===== src/rtl/periferico_fifo_puertos.sv =====
// Pin-side FIFO peripheral: CPU pushes/pops bytes through output-pin toggles and polls status on input pins.
// Optional IRQ FSM with re-arm delay is built only when PERIF_FIFO_IRQ_EN is defined.
module periferico_fifo_puertos #(
   parameter int unsigned DEPTH      = 8,
   parameter int unsigned P_DATO_OUT = 1,
   parameter int unsigned P_CTRL     = 2,
   parameter int unsigned P_DATO_IN  = 1,
   parameter int unsigned P_ESTADO   = 2,
   parameter int unsigned IRQ_BIT    = 0,
   parameter int unsigned REARM      = 4
) (
   input  logic         clk,
   input  logic         reset,
   input  logic [127:0] salida_puertos,
   output logic [127:0] entrada_pines,
   output logic         irq,
   output logic [3:0]   cuenta
);

   localparam int unsigned   AW       = $clog2(DEPTH);
   localparam logic [AW-1:0] LAST     = AW'(DEPTH - 1);
   localparam logic [3:0]    FULL_CNT = 4'(DEPTH);

   logic [2:0]    ctrl, ctrl_q, ev;
   logic [7:0]    dato;
   logic [7:0]    mem_q [DEPTH];
   logic [AW-1:0] head_q, head_d, tail_q, tail_d;
   logic [3:0]    cnt_q, cnt_d;
   logic          ovf_q, ovf_d, unf_q, unf_d;
   logic          empty, full, push_ok, pop_ok;
   logic          unused_bus;

   assign ctrl  = salida_puertos[8*P_CTRL +: 3];
   assign dato  = salida_puertos[8*P_DATO_OUT +: 8];
   assign ev    = ctrl ^ ctrl_q;
   assign empty = (cnt_q == '0);
   assign full  = (cnt_q == FULL_CNT);

   // Both events judge pre-edge state; a full FIFO can still accept a push paired with a pop.
   assign pop_ok  = ev[1] && !empty;
   assign push_ok = ev[0] && (!full || pop_ok);

   always_comb begin
      head_d = head_q;
      tail_d = tail_q;
      cnt_d  = cnt_q + {3'b000, push_ok} - {3'b000, pop_ok};
      ovf_d  = ovf_q;
      unf_d  = unf_q;
      if (pop_ok)
         head_d = (head_q == LAST) ? '0 : head_q + 1'b1;
      if (push_ok)
         tail_d = (tail_q == LAST) ? '0 : tail_q + 1'b1;
      if (ev[2]) begin
         ovf_d = 1'b0;
         unf_d = 1'b0;
      end
      if (ev[0] && !push_ok)
         ovf_d = 1'b1;
      if (ev[1] && empty)
         unf_d = 1'b1;
   end

   always_ff @(posedge clk or posedge reset) begin
      if (reset) begin
         ctrl_q <= '0;
         head_q <= '0;
         tail_q <= '0;
         cnt_q  <= '0;
         ovf_q  <= 1'b0;
         unf_q  <= 1'b0;
         for (int unsigned i = 0; i < DEPTH; i++)
            mem_q[i] <= '0;
      end else begin
         ctrl_q <= ctrl;
         head_q <= head_d;
         tail_q <= tail_d;
         cnt_q  <= cnt_d;
         ovf_q  <= ovf_d;
         unf_q  <= unf_d;
         if (push_ok)
            mem_q[tail_q] <= dato;
      end
   end

`ifdef PERIF_FIFO_IRQ_EN
   typedef enum logic [1:0] {ST_IDLE, ST_PEND, ST_WAIT} irq_st_e;

   localparam logic [7:0] REARM_LD = 8'(REARM - 1);

   irq_st_e    st_q, st_d;
   logic [7:0] tmr_q, tmr_d;

   always_ff @(posedge clk or posedge reset) begin
      if (reset) begin
         st_q  <= ST_IDLE;
         tmr_q <= '0;
      end else begin
         st_q  <= st_d;
         tmr_q <= tmr_d;
      end
   end

   always_comb begin
      st_d  = st_q;
      tmr_d = tmr_q;
      case (st_q)
         ST_IDLE: if (!empty) st_d = ST_PEND;
         ST_PEND: if (pop_ok) begin
            st_d  = ST_WAIT;
            tmr_d = REARM_LD;
         end
         ST_WAIT: begin
            if (pop_ok)
               tmr_d = REARM_LD;
            else if (tmr_q == '0)
               st_d = empty ? ST_IDLE : ST_PEND;
            else
               tmr_d = tmr_q - 8'd1;
         end
         default: st_d = ST_IDLE;
      endcase
      if (cnt_d == '0)
         st_d = ST_IDLE;
   end

   assign irq        = (st_q == ST_PEND);
   assign unused_bus = ^salida_puertos;
`else
   assign irq        = 1'b0;
   assign unused_bus = ^{salida_puertos, 8'(REARM)};
`endif

   always_comb begin
      entrada_pines                    = '0;
      entrada_pines[8*P_DATO_IN +: 8]  = empty ? 8'h00 : mem_q[head_q];
      entrada_pines[8*P_ESTADO +: 8]   = {cnt_q, unf_q, ovf_q, full, empty};
      entrada_pines[IRQ_BIT]           = irq;
   end

   assign cuenta = cnt_q;

endmodule

===== config.mk =====
export PLATFORM = sky130hd
export DESIGN_NAME = periferico_fifo_puertos
export DESIGN_NICKNAME = d
export VERILOG_FILES = /design/src/rtl/periferico_fifo_puertos.sv
export SDC_FILE = /design/constraint.sdc
export NUM_CORES = 1
export LEC_CHECK = 0
export BUFFER_PORTS_ARGS = -buffer_cell sky130_fd_sc_hd__buf_2
export CAP_MARGIN = 20
export CORE_MARGIN = 1
export CORE_UTILIZATION = 40
export CTS_BUF_LIST = sky130_fd_sc_hd__clkbuf_4
export CTS_CLUSTER_DIAMETER = 60
export CTS_CLUSTER_SIZE = 28
export DETAILED_ROUTE_END_ITERATION = 8
export PLACE_DENSITY = 0.73
export SYNTH_ARGS = -nofsm -noshare
export SYNTH_HDL_FRONTEND = slang
export SYNTH_SLANG_ARGS = --single-unit

===== constraint.sdc =====
create_clock -name clk -period 6.5 [get_ports clk]
set_clock_uncertainty 0.05 [all_clocks]
set_input_delay 0.65 -clock clk [delete_from_list [all_inputs] [get_ports clk]]
set_output_delay 0.65 -clock clk [all_outputs]
set_load 0.03 [all_outputs]

==> flow_summary.ini, run 1 <==
[status]
status = finished with violations
violations = design-rule violations

[synthesis]
syn-cell-area_um2 = 4810
seq_area_frac_synth_pct = 41.1
synthCells = 402
synth_cell_type_count = 33
ys_ff_latch = 79
synth.avg_cell_area_um2 = 12.0
ys_warn_count = 0

[finish]
ff_latch_area_um2 = 1980
final_cell_mix = conb_1, dfrtp_1, mux2_2
num_antenna_cells = 0
final_common_cell = conb_1
fill_cells = 1091
syn_to_final_growth_pct = -1.66
final_util_pct = 40.9
drive_above_1_share_pct = 29.9
finalNetCount = 567
multi_input_area_um2 = 2230

[setup_path]
timing.rr.end = cuenta[2]$_DFF_PP0_
cp.required_ns = 5.80
r2r_cells = 10
cp-startpoint = head_q[0]$_DFFE_PP0P_
cp-endpoint = entrada_pines[10]
worstPathCellList = nor2b_1 > a22oi_1 > and3_1 > buf_2
path_class = register to primary output
cp_max_fo = 14
max_stage_delay_ns = 0.74
r2r-start = cuenta[2]$_DFF_PP0_
rrSetupSlack_ns = 3.95
cp-end-kind = primary output
cp-start-kind = register
crit_cells = 4
arrival_ns = 2.41
crit_slowest_cell = nor2b_1
cp_top_family = simple AND/OR/NAND/NOR gates
path_buf_inv = 1

[drt]
drc = 20
vias = 2614
routed_wl_um = 7910
ant_nets = 0
drt_iter0_drc = 104
avgViaCountPerCell = 4.55
drt_pass1_iterations = 6
wire_per_inst_um = 13.8

[sta]
max_freq_ghz = 0.322
slew_headroom_pct = 35.4
period_share_pct = 47.8
worst_pin_slew_ns = 0.970
setup_tns_ns = 0
rsz0062_at_grt = false
hold_viol_final = 0
finalCriticalPeriod_ns = 3.11
slew_viol_final = 0
setup_viol = 0
fin_hold_ws_ns = 0.314

[grt]
grt_overflow = 0
grt_max_degree = 80
grt_pass1_wl_um = 12500
antenna_found_initial = 0
grt_pass1_vias = 2421
grt_use_total_pct = 13.1

[power_and_ir_drop]
powerDensity_nw_per_um2 = 519
leakage_nw = 2.38
power_mw = 2.45
peakVddDrop_uv = 274

[floorplan]
core_area_um2 = 11600
die_area_um2 = 12500
num_io_pins = 263
num_rows = 39
initial_core_util_pct = 41.6
die_w_um = 112
die_height_um = 112

[clocking]
cts.sinks = 79
clockBufferDepth = 2
h-tree-depth = 3
cts.hold.buffers_added = 0
cts_buffers = 9
worst_skew_pair.late_latency_ns = 0.41
cts_tree = done
cts_setup_buffers = 0
path_clk_slew_ns = 0.12
cts_root_buffer = clkbuf_4
ctsResizeCount = 0

[worst_hold_path]
hold_class = primary input to register

[job]
maxCapViolations = 0

[placed_design]
dp_hpwl_um = 5260
port_buffers = 32
gp_congestion = 0.720
## logic make-up after synthesis
group                    count (synthesis)  synth area share (%)
AND/OR/NAND/NOR                         39                  5.38
XOR/XNOR                                 6                  1.09
flip-flops                              79                  41.1
AO/OA/AOI/OAI                           21                  3.09
adder cells (fa/ha/maj)                 11                  3.02
buffers and inverters                  143                  21.3
other                                    1                0.0779
multiplexers                           102                  24.9
## layer usage
metal,up-vias,global-route usage [%],wire length [um]
met4,0,4.32,95
met3,7,3.38,446
met2,117,21.7,3830
li1,1183,-,-
met5,-,0,0
met1,1307,16.7,3540
## Yosys cell counts
master / n / area, um2
buf_4: 121 / 908
dfrtp_1: 79 / 1980
mux2_2: 46 / 518
mux2i_1: 32 / 320
mux2_4: 24 / 360
and3_1: 11 / 68.8
nand2_1: 11 / 41.3
ha_1: 10 / 125
inv_1: 9 / 33.8
a22oi_1: 8 / 60.1
a31oi_1: 8 / 50.1
nor2_1: 5 / 18.8
buf_2: 4 / 20.0
clkbuf_1: 4 / 15.0
xnor2_1: 4 / 35.0
nand3b_2: 3 / 33.8
buf_1: 2 / 7.51
buf_6: 2 / 22.5
nor2b_1: 2 / 12.5
nor3b_1: 2 / 15.0
o21ai_0: 2 / 10.0
xor2_1: 2 / 17.5
a21o_1: 1 / 7.51
a21oi_1: 1 / 5.00
and4_4: 1 / 11.3
buf_12: 1 / 20.0
conb_1: 1 / 3.75
fa_1: 1 / 20.0
nand3_2: 1 / 10.0
nand4b_4: 1 / 23.8
nor3_1: 1 / 5.00
nor3b_4: 1 / 18.8
o21ai_4: 1 / 16.3
## layout make-up
type	instances	share of cell area, %
clock buffers	11	1.75
clock inverters	5	1.03
repair buffers	35	3.86
well taps	143	3.78
flip-flops and latches	79	41.8
multi-input cells	292	47.1
inverters	9	0.714
## flip-flops by register name, indices dropped and copies added, names as in the netlist
| register | cells |
|---|---|
| unf_q | 1 |
| head_q | 3 |
| ctrl_q | 3 |
| cuenta | 4 |
| mem_q | 64 |
| tail_q | 3 |
| ovf_q | 1 |
## worst min-delay path by stage
stage / from / to / slack (ns) / cells past startpoint
after detailed placement: ovf_q$_DFFE_PP0P_ / ovf_q$_DFFE_PP0P_ / 0.43 / 2
after CTS: salida_puertos[18] / ctrl_q[2]$_DFF_PP0_ / 0.29 / 1
after floorplan: ovf_q$_DFFE_PP0P_ / ovf_q$_DFFE_PP0P_ / 0.40 / 2
after global placement: unf_q$_DFFE_PP0P_ / unf_q$_DFFE_PP0P_ / 0.43 / 2
after global routing: salida_puertos[18] / ctrl_q[2]$_DFF_PP0_ / 0.27 / 1
final: salida_puertos[18] / ctrl_q[2]$_DFF_PP0_ / 0.31 / 1
## stage by stage
stage	setup WS (ns)	instances	instance area, um2
after CTS	3.37	574	4730
after global placement	3.74	558	4600
after global routing	3.25	574	4730
after floorplan	3.78	514	5230
after detailed placement	3.66	558	4600
final	3.39	574	4730
## power by group
| group | switching [mW] | total (mW) | internal, mW |
|---|---|---|---|
| Combinational | 0.699 | 1.27 | 0.569 |
| Sequential | 0.171 | 0.903 | 0.731 |
| Clock | 0.161 | 0.284 | 0.123 |
| Total | 1.03 | 2.45 | 1.42 |
Power figures use the tool's default switching activity.
==> run 2, diff against run 1 <==
Settings changed: ABC_AREA from default to 1, PLACE_DENSITY 0.73 to 0.74.
Clock period 6.5 ns to 2.72 ns, I/O delays scaled along.
==> run 2 against run 1 <==
  * The flow now finishes without violations
  * Die area rose by 10%
  * Highest routed layer unchanged
  * First-iteration DRC count rose by 85%
  * Final area rose by 11%
  * Largest power group unchanged
  * Via count rose by 54%
  * Synthesized area rose by 10%
  * Sequential power rose by 130%
  * Clock power rose by 140%
  * Non-clock buffer count rose by 13
  * Critical path type unchanged
  * Hold slack got worse by 0.21 ns
  * Synthesized cell count rose by 70%
  * Final cell count rose by 51%
==> flow_summary.ini, run 2 <==
[power_and_ir_drop]
p_switching_mw = 3.01
power_mw = 5.95
power.share.sequential_pct = 35.5
p_int_mw = 2.94
clock_power_share_pct = 11.4
powerDensity_nw_per_um2 = 1140
peakVddDrop_uv = 781
leakage_nw = 2.89
p_sw_share_pct = 50.6
p_comb_share_pct = 53.1

[drt]
vias = 4028
avgViaCountPerCell = 4.64
routed_wl_um = 10900
drt_pass1_iterations = 5
wire_per_inst_um = 12.5
ant_nets = 0
drc = 0
drt_iter0_drc = 192

[synthesis]
synth.avg_cell_area_um2 = 7.77
synth_cell_type_count = 30
seq_area_frac_synth_pct = 37.3
ys_warn_count = 0
synthTopCellsByCount = nand2_1, buf_4, dfrtp_1
synthCells = 683
ys_ff_latch = 79
syn-cell-area_um2 = 5300
synth_top_area_share_pct = 37.3
synthTopCellsByArea = dfrtp_1, buf_4, nand2_1
synth_most_common_cell = nand2_1
synth_edf_count = 0
synth_top_cell_by_area = dfrtp_1
async_flop_share_pct = 100
synth_ff_type = dfrtp_1

[clocking]
h-tree-depth = 3
cts_tree = done
clockBufferDepth = 2
cts_root_buffer = clkbuf_4
path_clk_slew_ns = 0.13
cts_buffers = 9
worst_skew_pair.late_latency_ns = 0.42
cts.sinks = 79

[placed_design]
port_buffers = 32
dpl-instance-area_um2 = 5070
gp_congestion = 0.793
dp_hpwl_um = 7260

[setup_path]
worstPathCellList = clkinvlp_4 > nor2_1 > o21ai_0 > nand2_1 > nor2_1 > nor2_1 > buf_2
cp-endpoint = entrada_pines[11]
cp_max_fo = 9
crit_top_cell = nor2_1
path_buf_inv = 2
timing.rr.end = cuenta[2]$_DFF_PP0_
r2r-start = cuenta[2]$_DFF_PP0_
r2r_cells = 12
crit_cells = 7
cp-start-kind = register
max_stage_delay_ns = 0.63
cp.required_ns = 2.40
arrival_ns = 2.27
cp_top_family = flip-flops
crit_slowest_cell = dfrtp_1
rrSetupSlack_ns = 0.31
path_class = register to primary output
cp-startpoint = head_q[1]$_DFFE_PP0P_
cp-end-kind = primary output

[finish]
syn_to_final_growth_pct = -1.34
regMostFlops = mem_q
largest_register_ffs = 64
final_cell_mix = nand2_1, conb_1, dfrtp_1
finalNetCount = 835
final_area_um2 = 5230
fill_cells = 1318
num_antenna_cells = 0
drive_above_1_share_pct = 11.9
final_common_cell = nand2_1

[sta]
setup_viol = 0
worst_pin_slew_ns = 0.841
period_share_pct = 95.3
hold_viol_final = 0
finalCriticalPeriod_ns = 2.59
rsz0062_at_grt = false
slew_headroom_pct = 44.0
setup_tns_ns = 0
slew_viol_final = 0
max_freq_ghz = 0.386

[grt]
grt_overflow = 0
grt_max_degree = 76
grt_use_total_pct = 16.9
grt_pass1_wl_um = 17600
antenna_found_initial = 0
grt_pass1_vias = 3538

[floorplan]
num_rows = 41
die_height_um = 117
initial_core_util_pct = 41.5
core_area_um2 = 12800
die_w_um = 117
num_io_pins = 263
die_area_um2 = 13700

[job]
maxCapViolations = 0

[worst_hold_path]
hold_path_startpoint = salida_puertos[14]
hold_class = primary input to register

[status]
status = finished clean
-- run 2: through the flow --
step | cells | hold WS [ns] | setup WS [ns] | utilization, %
after floorplan | 795 | 0.253 | 0.162 | -
after global placement | 851 | 0.163 | 0.358 | 39.7
after detailed placement | 851 | 0.165 | 0.334 | 39.7
after CTS | 869 | 0.0946 | 0.130 | 40.9
after global routing | 869 | 0.101 | 0.0166 | 41.0
final | 869 | 0.104 | 0.127 | 41.0
-- run 2: final cells by class --
class	count	area, um2	area share (%)
flip-flops and latches	79	1980	37.8
multi-input cells	513	2460	47.0
inverters	43	166	3.18
repair buffers	48	290	5.55
clock inverters	4	47.5	0.909
clock buffers	10	75.1	1.43
well taps	172	215	4.11
-- run 2: worst min-delay path by stage --
stage / endpoint / slack (ns) / depth (start not counted)
final: mem_q[62]$_DFFE_PP0P_ / 0.10 / 3
after global routing: mem_q[62]$_DFFE_PP0P_ / 0.10 / 3
after CTS: mem_q[62]$_DFFE_PP0P_ / 0.09 / 3
after detailed placement: ctrl_q[2]$_DFF_PP0_ / 0.16 / 2
after global placement: ctrl_q[2]$_DFF_PP0_ / 0.16 / 2
after floorplan: ctrl_q[0]$_DFF_PP0_ / 0.25 / 0
-- run 2: kinds of logic after synthesis --
kind of cell	Yosys count	share of synthesized area, %
buffers and inverters	203	24.5
adder cells (fa/ha/maj)	11	2.74
AO/OA/AOI/OAI	22	2.08
XOR/XNOR	4	0.802
other	1	0.0707
AND/OR/NAND/NOR	363	32.6
flip-flops	79	37.3
-- run 2: tightest hold or removal path, stage by stage --
cell     delay [ns]
buf_2          0.15
nand4_1        0.09
nand2_1        0.05
-- run 2: per-layer routing --
layer | wire, um | vias up | GRT usage [%]
li1 | - | 1967 | -
met1 | 4880 | 1875 | 23.4
met2 | 5120 | 170 | 26.9
met3 | 743 | 16 | 2.27
met4 | 159 | 0 | 6.24
met5 | 0 | - | 0
-- run 2: power groups by stage --
stage | clock [mW] | combinational (mW) | sequential [mW]
2_1_floorplan | 0 | 2.75 | 2.00
3_3_place_gp | 0 | 3.10 | 2.11
3_5_place_dp | 0 | 3.15 | 2.13
4_1_cts | 0.694 | 3.16 | 2.11
5_1_grt | 0.746 | 3.54 | 2.19
6_report | 0.679 | 3.16 | 2.11
-- run 2: timing repair --
action	CTS	global route
setup endpoints to repair	0	2
hold endpoints to repair	17	0
hold buffers	4	0
gates resized for setup	0	1
setup buffers	0	0
==> run 3, diff against run 2 <==
Settings changed: CORE_UTILIZATION 40 to 25, PLACE_DENSITY 0.74 to default.
==> run 3 against run 2 <==
  * Critical path depth unchanged
  * Register-to-register slack got worse by 0.02 ns
  * Wire length increased by 8.5%
  * Non-clock buffer count shrank 3
  * Flip-flop and latch count is the same
  * Combinational power grew 2%
  * Critical path type unchanged
  * Critical endpoint is now entrada_pines[9]
==> flow_summary.ini, run 3 (synthesis gave the netlist of run 2 again) <==
[grt]
grt_max_degree = 76
grt_pass1_wl_um = 19400
antenna_found_initial = 0
grt_pass1_vias = 3704
grt_use_total_pct = 11.3
grt_overflow = 0

[setup_path]
cp-end-kind = primary output
cp.required_ns = 2.40
cp_max_fo = 21
rrSetupSlack_ns = 0.29
cp-start-kind = register
r2r_cells = 12
arrival_ns = 2.13
path_class = register to primary output

[drt]
routed_wl_um = 11800
vias = 4036
drt_iter0_drc = 268
ant_nets = 0
wire_per_inst_um = 12.2
drt_pass1_iterations = 4
drc = 0
avgViaCountPerCell = 4.18

[placed_design]
port_buffers = 32
dp_hpwl_um = 7930
gp_congestion = 0.741

[sta]
rsz0062_at_grt = false
finalCriticalPeriod_ns = 2.45
worst_pin_slew_ns = 0.661
slew_headroom_pct = 55.9
max_freq_ghz = 0.407
setup_viol = 0
fin_hold_ws_ns = 0.106
setup_tns_ns = 0
slew_viol_final = 0
hold_viol_final = 0
period_share_pct = 90.3

[floorplan]
core_area_um2 = 20500
num_rows = 52
die_height_um = 148
die_area_um2 = 21800
die_w_um = 148
num_io_pins = 263
initial_core_util_pct = 25.9

[clocking]
h-tree-depth = 3
cts_tree = done
clockBufferDepth = 2
cts_buffers = 9
path_clk_slew_ns = 0.14
cts_root_buffer = clkbuf_4
cts.sinks = 79
worst_skew_pair.late_latency_ns = 0.43
cts_setup_buffers = 0

[power_and_ir_drop]
power_mw = 6.02
powerDensity_nw_per_um2 = 1120
leakage_nw = 2.88
peakVddDrop_uv = 652

[worst_hold_path]
min_delay_path_depth = 3
hold_class = primary input to register

[finish]
syn_to_final_growth_pct = 1.49
finalNetCount = 832
final_common_cell = nand2_1
num_antenna_cells = 0
final_cell_mix = nand2_1, conb_1, dfrtp_1
regMostFlops = mem_q
drive_above_1_share_pct = 11.6
largest_register_ffs = 64

[status]
status = finished clean

[job]
maxCapViolations = 0
[run 3: worst max-delay path, stage by stage, from the launching register on]
cell        delay (ns)
dfrtp_1           0.43
clkinvlp_4        0.38
buf_4             0.29
o21ai_0           0.17
nand2_1           0.08
nor2_1            0.09
nor2_1            0.07
buf_2             0.18
[run 3: report_power, final]
part / leakage, nW / switching [mW] / internal [mW]
clock: 0.0708 / 0.440 / 0.273
sequential: 0.992 / 0.401 / 1.69
combinational: 1.82 / 2.23 / 0.983
total: 2.88 / 3.07 / 2.94
[run 3: repair_timing]
item	CTS	global route
endpoints found under the setup margin	0	1
hold buffers	4	0
resized for setup	0	2
endpoints found under the hold margin	39	0
[run 3: stage by stage]
step / worst slack (ns) / utilization [%] / std cells / area [um2]
3_5_place_dp: 0.271 / 25.4 / 946 / 5200
6_report: 0.265 / 26.3 / 966 / 5380
2_1_floorplan: 0.162 / - / 795 / 5720
4_1_cts: 0.102 / 26.2 / 966 / 5380
5_1_grt: 0.0652 / 26.3 / 966 / 5380
3_3_place_gp: 0.274 / 25.4 / 946 / 5200
[run 3: per-layer routing]
layer	routed length (um)	vias up	track usage [%]
met5	0	-	0
met4	122	0	3.51
met3	683	10	2.22
met2	5590	125	18.2
met1	5430	1931	15.2
li1	-	1970	-
[run 3: final timing paths]
kind                                         end                  start
min reg2reg                mem_q[53]$_DFFE_PP0P_  mem_q[53]$_DFFE_PP0P_
min                        mem_q[44]$_DFFE_PP0P_     salida_puertos[12]
max reg2reg                  cuenta[1]$_DFF_PP0_    cuenta[3]$_DFF_PP0_
max                             entrada_pines[9]  head_q[0]$_DFFE_PP0P_
max in group asynchronous    cuenta[0]$_DFF_PP0_                  reset
min in group asynchronous    cuenta[3]$_DFF_PP0_                  reset
[run 3: final cells by class]
class / instances / area, um2
clock buffers: 9 / 67.6
clock inverters: 7 / 63.8
fillers: 2274 / 15100
inverters: 43 / 166
multi-input cells: 513 / 2460
flip-flops and latches: 79 / 1980
well taps: 270 / 338
repair buffers: 45 / 309
